===== config.mk =====
export PLATFORM = sky130hd
export DESIGN_NAME = sap_control_sequencer
export DESIGN_NICKNAME = d
export VERILOG_FILES = /design/src/rtl/sap_control_sequencer.sv
export SDC_FILE = /design/constraint.sdc
export NUM_CORES = 1
export LEC_CHECK = 0
export CORE_MARGIN = 4
export CORE_UTILIZATION = 40
export DETAILED_ROUTE_END_ITERATION = 7
export MAX_ROUTING_LAYER = met4
export PLACE_DENSITY = 0.77
export SYNTH_ARGS = -nofsm -noshare
export SYNTH_HDL_FRONTEND = slang
export SYNTH_SLANG_ARGS = --single-unit

===== constraint.sdc =====
create_clock -name clk -period 1.71 [get_ports clk]
set_input_delay 0.171 -clock clk [delete_from_list [all_inputs] [get_ports clk]]
set_output_delay 0.171 -clock clk [all_outputs]
set_load 0.005 [all_outputs]

===== src/rtl/sap_control_sequencer.sv =====
// SAP-1 controller/sequencer: six-state one-hot ring (T1..T6) clocked on the falling edge,
// decoding the IR opcode into the 12-bit control word and halting the machine on HLT.
module sap_control_sequencer #(
    parameter logic [3:0] OP_LDA = 4'h0,
    parameter logic [3:0] OP_ADD = 4'h1,
    parameter logic [3:0] OP_SUB = 4'h2,
    parameter logic [3:0] OP_OUT = 4'hE,
    parameter logic [3:0] OP_HLT = 4'hF
) (
    input  logic       clk,
    input  logic       rst,
    input  logic       run,
    input  logic [3:0] opcode,
    output logic [5:0] t_state,
    output logic       halted,
    output logic       cp,
    output logic       ep,
    output logic       lm_n,
    output logic       ce_n,
    output logic       li_n,
    output logic       ei_n,
    output logic       la_n,
    output logic       ea,
    output logic       su,
    output logic       eu,
    output logic       lb_n,
    output logic       lo_n
);

    localparam logic [5:0] T1 = 6'b000001;
    localparam logic [5:0] T2 = 6'b000010;
    localparam logic [5:0] T3 = 6'b000100;
    localparam logic [5:0] T4 = 6'b001000;
    localparam logic [5:0] T5 = 6'b010000;
    localparam logic [5:0] T6 = 6'b100000;

    logic [5:0] t_state_q, t_state_d;
    logic       halted_q, halted_d;
    logic       ring_ok;

    assign ring_ok = (t_state_q != 6'd0) && ((t_state_q & (t_state_q - 6'd1)) == 6'd0);

    // HLT freezes the ring in T4 instead of advancing; a corrupted ring recovers to T1.
    always_comb begin
        t_state_d = t_state_q;
        halted_d  = halted_q;
        if (!ring_ok) begin
            t_state_d = T1;
        end else if (run && !halted_q) begin
            if (t_state_q == T4 && opcode == OP_HLT) begin
                halted_d = 1'b1;
            end else begin
                t_state_d = {t_state_q[4:0], t_state_q[5]};
            end
        end
        if (!rst) begin
            t_state_d = T1;
            halted_d  = 1'b0;
        end
    end

    always_ff @(negedge clk) begin
        t_state_q <= t_state_d;
        halted_q  <= halted_d;
    end

    // Control word: held inactive while reset is asserted or the machine is halted.
    always_comb begin
        cp   = 1'b0;
        ep   = 1'b0;
        lm_n = 1'b1;
        ce_n = 1'b1;
        li_n = 1'b1;
        ei_n = 1'b1;
        la_n = 1'b1;
        ea   = 1'b0;
        su   = 1'b0;
        eu   = 1'b0;
        lb_n = 1'b1;
        lo_n = 1'b1;
        if (rst && !halted_q) begin
            case (t_state_q)
                T1: begin
                    ep   = 1'b1;
                    lm_n = 1'b0;
                end
                T2: cp = 1'b1;
                T3: begin
                    ce_n = 1'b0;
                    li_n = 1'b0;
                end
                T4: begin
                    if (opcode == OP_LDA || opcode == OP_ADD || opcode == OP_SUB) begin
                        lm_n = 1'b0;
                        ei_n = 1'b0;
                    end else if (opcode == OP_OUT) begin
                        ea   = 1'b1;
                        lo_n = 1'b0;
                    end
                end
                T5: begin
                    if (opcode == OP_LDA) begin
                        ce_n = 1'b0;
                        la_n = 1'b0;
                    end else if (opcode == OP_ADD || opcode == OP_SUB) begin
                        ce_n = 1'b0;
                        lb_n = 1'b0;
                    end
                end
                T6: begin
                    if (opcode == OP_ADD || opcode == OP_SUB) begin
                        eu   = 1'b1;
                        la_n = 1'b0;
                        su   = (opcode == OP_SUB);
                    end
                end
                default: ;
            endcase
        end
    end

    assign t_state = t_state_q;
    assign halted  = halted_q;

endmodule


==> results of run 1 <==
## through the flow
step                setup WS [ps]  cells  hold WS, ps
CTS                         -1051    154        607.9
detailed placement         -909.0    133        609.6
floorplan                  -526.3     76        459.8
global placement           -905.6    133        592.1
## what timing repair did
action,CTS
setup buffers,15
pin swaps,16
resized for setup,137
endpoints found under the setup margin,26
## cell usage after synthesis (all sizes together), types with 2 or more instances
cell / n
nor4: 2
nand3: 2
nor2: 7
nor3: 5
and2: 2
nand2b: 3
inv: 2
clkbuf: 4
o21ai: 3
a211oi: 6
nor2b: 5
a31oi: 2
nor3b: 2
nand3b: 2
nand2: 5
dfxtp: 7
mux2i: 5
## cells by family after synthesis
logic type	Yosys count	synth area share [%]
simple gates	41	40.55
buf+inv	7	6.158
compound gates	15	19.53
mux	5	8.493
xor+xnor	1	1.486
flops	7	23.78
==> results by group, run 1 <==
Status
  • Result of the run: aborted with a tool error
  • Failed at: global routing
  • Error: [ERROR DPL-0038] Utilization greater than 100%, impossible to legalize

Timing
  • Critical endpoint after global-route timing repair: lo_n
  • Worst ep type: output port

Synth
  • Post-synth ARST share: 0%
  • Top FF cell, synth: dfxtp_1
  • Post-Syn Nets: 83
  • EDFF count, synth: 0
  • Mapped Avg Cell Area: just under 8 um2
  • Sequential share of the synthesized area: 23.78%
  • Synth area leaders: dfxtp_1 (24%), mux2i_1 (8.5%), a211oi_1 (7.6%), nor2b_1 (5.3%), nor2_1 (4.5%)
  • Post-synthesis cell area: around 590 um2
  • Cells after synthesis: between 70 and 80
  • Post-synth cell types: 32
  • Top cell type by total area after synthesis: dfxtp_1
  • Synth top area share: a little under a quarter
  • Synthesized flop and latch total: 7
  • Synth Warn #: 0

Floorplanning
  • Die Wd: between 40 and 50 um
  • Row count: 13
  • Chip Height: about 46 um
  • Starting Density: between 40% and 50%
  • Ports: 26

Placed design
  • PortBufs: 25
  • Detail Placement HPWL: roughly 1600 um
  • Placer Congestion: approximately 0.84
  • Placed cell areas: ~0.001 mm2

Clocking
  • H-tree levels: 1
  • # clock sinks: 7
  • Hold_buf cts: 0
  • Clk buf depth: 2
  • CTS buffer count: 3
  • Root buffer cell: clkbuf_4

GRT
  • Largest net degree at the start of global routing: 8
==> run 2, diff against run 1 <==
==> config.mk (replaced) <==
export PLATFORM = sky130hd
export DESIGN_NAME = sap_control_sequencer
export DESIGN_NICKNAME = d
export VERILOG_FILES = /design/src/rtl/sap_control_sequencer.sv
export SDC_FILE = /design/constraint.sdc
export NUM_CORES = 1
export LEC_CHECK = 0
export CORE_AREA = 4 4 65 67
export DETAILED_ROUTE_END_ITERATION = 7
export DIE_AREA = 0 0 69 71
export PLACE_DENSITY_LB_ADDON = 0.15
export SYNTH_ARGS = -nofsm -noshare
export SYNTH_HDL_FRONTEND = slang
export SYNTH_SLANG_ARGS = --single-unit
==> run 2 against run 1 <==
  * The flow now finishes, with violations (negative setup slack)
  * Area after synthesis unchanged
  * Synthesized cell count did not move
==> results by group, run 2 <==
Worst setup path
  • CP max stage cell: or4_4
  • CP required: roughly 1500 ps
  • Crit path capture type: output port
  • R2R setup slack: -120 ps
  • Critical Path Fanout Max: 3
  • Worst path cell trace: or4_4, buf_6, nor2_4, a31oi_1, buf_2
  • Critical path's largest stage delay: around 520 ps
  • Crit path launch type: flop
  • WP data arrival: about 2500 ps
  • Critical setup path kind: flop to output port

Power
  • Pwr/cell area: between 600 and 700 mW/mm2
  • Worst vdd ir: roughly 300 uV
  • Static Leakage: between 0.6 and 0.7 nW
  • Internal power: 0.6740 mW
  • Switching share of power: just under 30%
  • Clock power frac: 48.9%
  • Seq pwr share: between 10% and 20%
  • P_sw: ~0.28 mW
  • Combinational share of power: a little under a third
  • Final Total Pwr: ~0.95 mW

Synth
  • Top FF cell, synth: dfxtp_1 (unchanged)
  • Sequential share of the synthesized area: 23.78% (unchanged)
  • Cells after synthesis: 76 (unchanged)
  • Post-synth cell types: 32 (unchanged)
  • Synth Area in Simple Gates: 40.55% (unchanged)
  • Post-synthesis compound-gate area fraction: 19.53% (unchanged)
  • Post-Syn Nets: 83 (unchanged)
  • Post-synthesis cell area: 589.3 um2 (unchanged)
  • Synth Area in Adders: 0% (unchanged)
  • Mapped Avg Cell Area: 7.754 um2 (unchanged)
  • Synth Warn #: 0 (unchanged)
  • Largest family of logic cells by synthesized area: simple AND/OR/NAND/NOR gates (unchanged)
  • Top cell type by total area after synthesis: dfxtp_1 (unchanged)
  • Synth area leaders: dfxtp_1 (24%), mux2i_1 (8.5%), a211oi_1 (7.6%), nor2b_1 (5.3%), nor2_1 (4.5%) (unchanged)
  • Synth top area share: 23.78% (unchanged)
  • Post-synth ARST share: 0% (unchanged)
  • Xor and xnor area share after synthesis: 1.486% (unchanged)
  • Top cells by count, synth: dfxtp_1 (7), nor2_1 (7), a211oi_1 (6) (unchanged)
  • EDFF count, synth: 0 (unchanged)
  • Post-synthesis mux area share: 8.493% (unchanged)
  • Synthesized flop and latch total: 7 (unchanged)

Finish
  • Most frequent cells in the layout: buf_4 (30), buf_6 (27), buf_2 (9), inv_1 (8), a211oi_1 (6)
  • Antenna Cells: 0
  • Area delta synth->final: 168.4%
  • Layout cells sized above 1: between 60% and 70%
  • Number of fill cells: between 300 and 400
  • Post-route cell area: roughly 0.0016 mm2
  • Final #Nets: around 160
  • Commonest non-fill, non-tap cell in the layout: buf_4
  • Largest register FFs: 6

Clocking
  • Clk buf depth: 2 (unchanged)
  • CTS buffer count: 3 (unchanged)
  • Root buffer cell: clkbuf_8 (was clkbuf_4)
  • Clock Latency Late Sink: roughly 310 ps
  • CTS tree: done
  • H-tree levels: 1 (unchanged)
  • Hold_buf cts: 0 (unchanged)
  • # clock sinks: 7 (unchanged)
  • Clk pin slew, worst setup/hold paths: 50 ps

Detailed routing
  • Iteration-0 DRC Markers: roughly 40
  • Antenna Nets Post-Route: 0
  • Vias: ~900
  • Via density: around 4.4
  • Residual DRC count: 0
  • Pre-Repair DR Iteration Count: 4
  • Routed Wire Length: approximately 2700 um
  • Wire per inst: ~13 um

Timing
  • Hold Vio Cnt, Final: 0
  • Setup slack after layout: -941.1 ps
  • Setup Skew: about 13 ps
  • Slew at the pin with the worst max-slew slack: ~280 ps
  • Final setup fails: 21
  • Final Max Slew Viols: 0
  • Relative slew slack: around four fifths
  • RSZ-0062 raised after global routing: yes

Floorplanning
  • Row count: 22 (was 13)
  • Placeable Area: approximately 0.0036 mm2
  • Die Wd: 69 um (was 46.39 um)
  • Die ar.: between 0.004 and 0.005 mm2
  • Ports: 26 (unchanged)
  • Starting Density: 16.22% (was 43.65%)
  • Chip Height: 71 um (was 46.39 um)

GRT
  • Residual overflow from global routing: 0
  • Tot GR Track Use: 11.30%
  • First-pass GRT wire length: 4491 um
  • Initial antenna violation count: 0
  • Largest net degree at the start of global routing: 8
  • Vias in the first global route: between 900 and 1000

Placed design
  • Placer Congestion: 0.6800 (was 0.8358)
  • Detail Placement HPWL: 1831 um (was 1618 um)
  • PortBufs: 25 (unchanged)
  • Placed cell areas: 0.001105 mm2 (was 0.001018 mm2)

Status
  • Result of the run: complete, but fails checks (was aborted with a tool error)
  • Failing checks: negative setup slack

Flow run
  • Max-Cap Viols: 0

Hold path
  • Hold Crit Class: flop to flop
[run 2: stage by stage]
step                      setup WS [ps]  TNS [ps]  hold WS (ps)  utilization (%)  std cells
after global placement           -959.6    -17240         593.1            30.41        172
final                            -941.1    -12160         630.5            43.53        202
after floorplan                  -526.3     -5031         459.8                -         76
after CTS                        -981.1    -12260         640.1            40.36        199
after global routing             -980.4    -13280         662.4            43.53        202
after detailed placement         -958.3    -17220         607.6            30.41        172
[run 2: path summary, 6_finish.rpt]
path | from | to | depth (start not counted)
max | t_state[1]$_SDFFE_NN0P_ | lm_n | 5
min | halted$_SDFFE_NN0P_ | halted$_SDFFE_NN0P_ | 3
max reg2reg | t_state[1]$_SDFFE_NN0P_ | t_state[3]$_SDFFE_NN0P_ | 6
min reg2reg | halted$_SDFFE_NN0P_ | halted$_SDFFE_NN0P_ | 3
[run 2: final cells by class]
| class | instances | area, um2 | area share (%) |
|---|---|---|---|
| clock buffers | 3 | 41.29 | 2.611 |
| clock inverters | 8 | 56.30 | 3.560 |
| inverters | 1 | 3.754 | 0.2373 |
| multi-input cells | 62 | 610.6 | 38.61 |
| flip-flops and latches | 7 | 158.9 | 10.05 |
| well taps | 48 | 60.06 | 3.797 |
| repair buffers | 73 | 650.6 | 41.14 |
[run 2: logic make-up after synthesis]
family | Yosys count
xor gates and xnor gates | 1
DFF | 7
buffers and inverters | 7
and+or+nand+nor | 41
muxes | 5
AOI/OAI and AO/OA | 15
[run 2: repair_timing]
action	CTS	global route
pin swaps	21	11
gates resized for setup	142	19
setup buffers	18	6
endpoints found under the setup margin	26	25
[run 2: metal layers]
metal	GRT usage, %	vias to the layer above	share of wire, %
li1	-	433	-
met1	12.77	429	42
met2	18.86	23	50
met3	4.403	4	6.2
met4	4.989	0	1.6
met5	0	-	0
[run 2: power groups by stage]
stage               sequential, mW  combinational (mW)  clock (mW)
global placement             0.186               0.210      0.0289
finish                       0.187               0.298       0.464
CTS                          0.186               0.272       0.477
floorplan                    0.181              0.0986      0.0289
detailed placement           0.185               0.211      0.0289
global route                 0.188               0.320       0.496
[run 2: worst max-delay path: cells and delay by family, from the launching register on]
kind,cells,cell delay [ps]
buffers and inverters,2,280
DFF,1,350
and+or+nand+nor,2,610
AOI/OAI and AO/OA,1,70
Note: power is estimated with default switching activity, not from simulation.
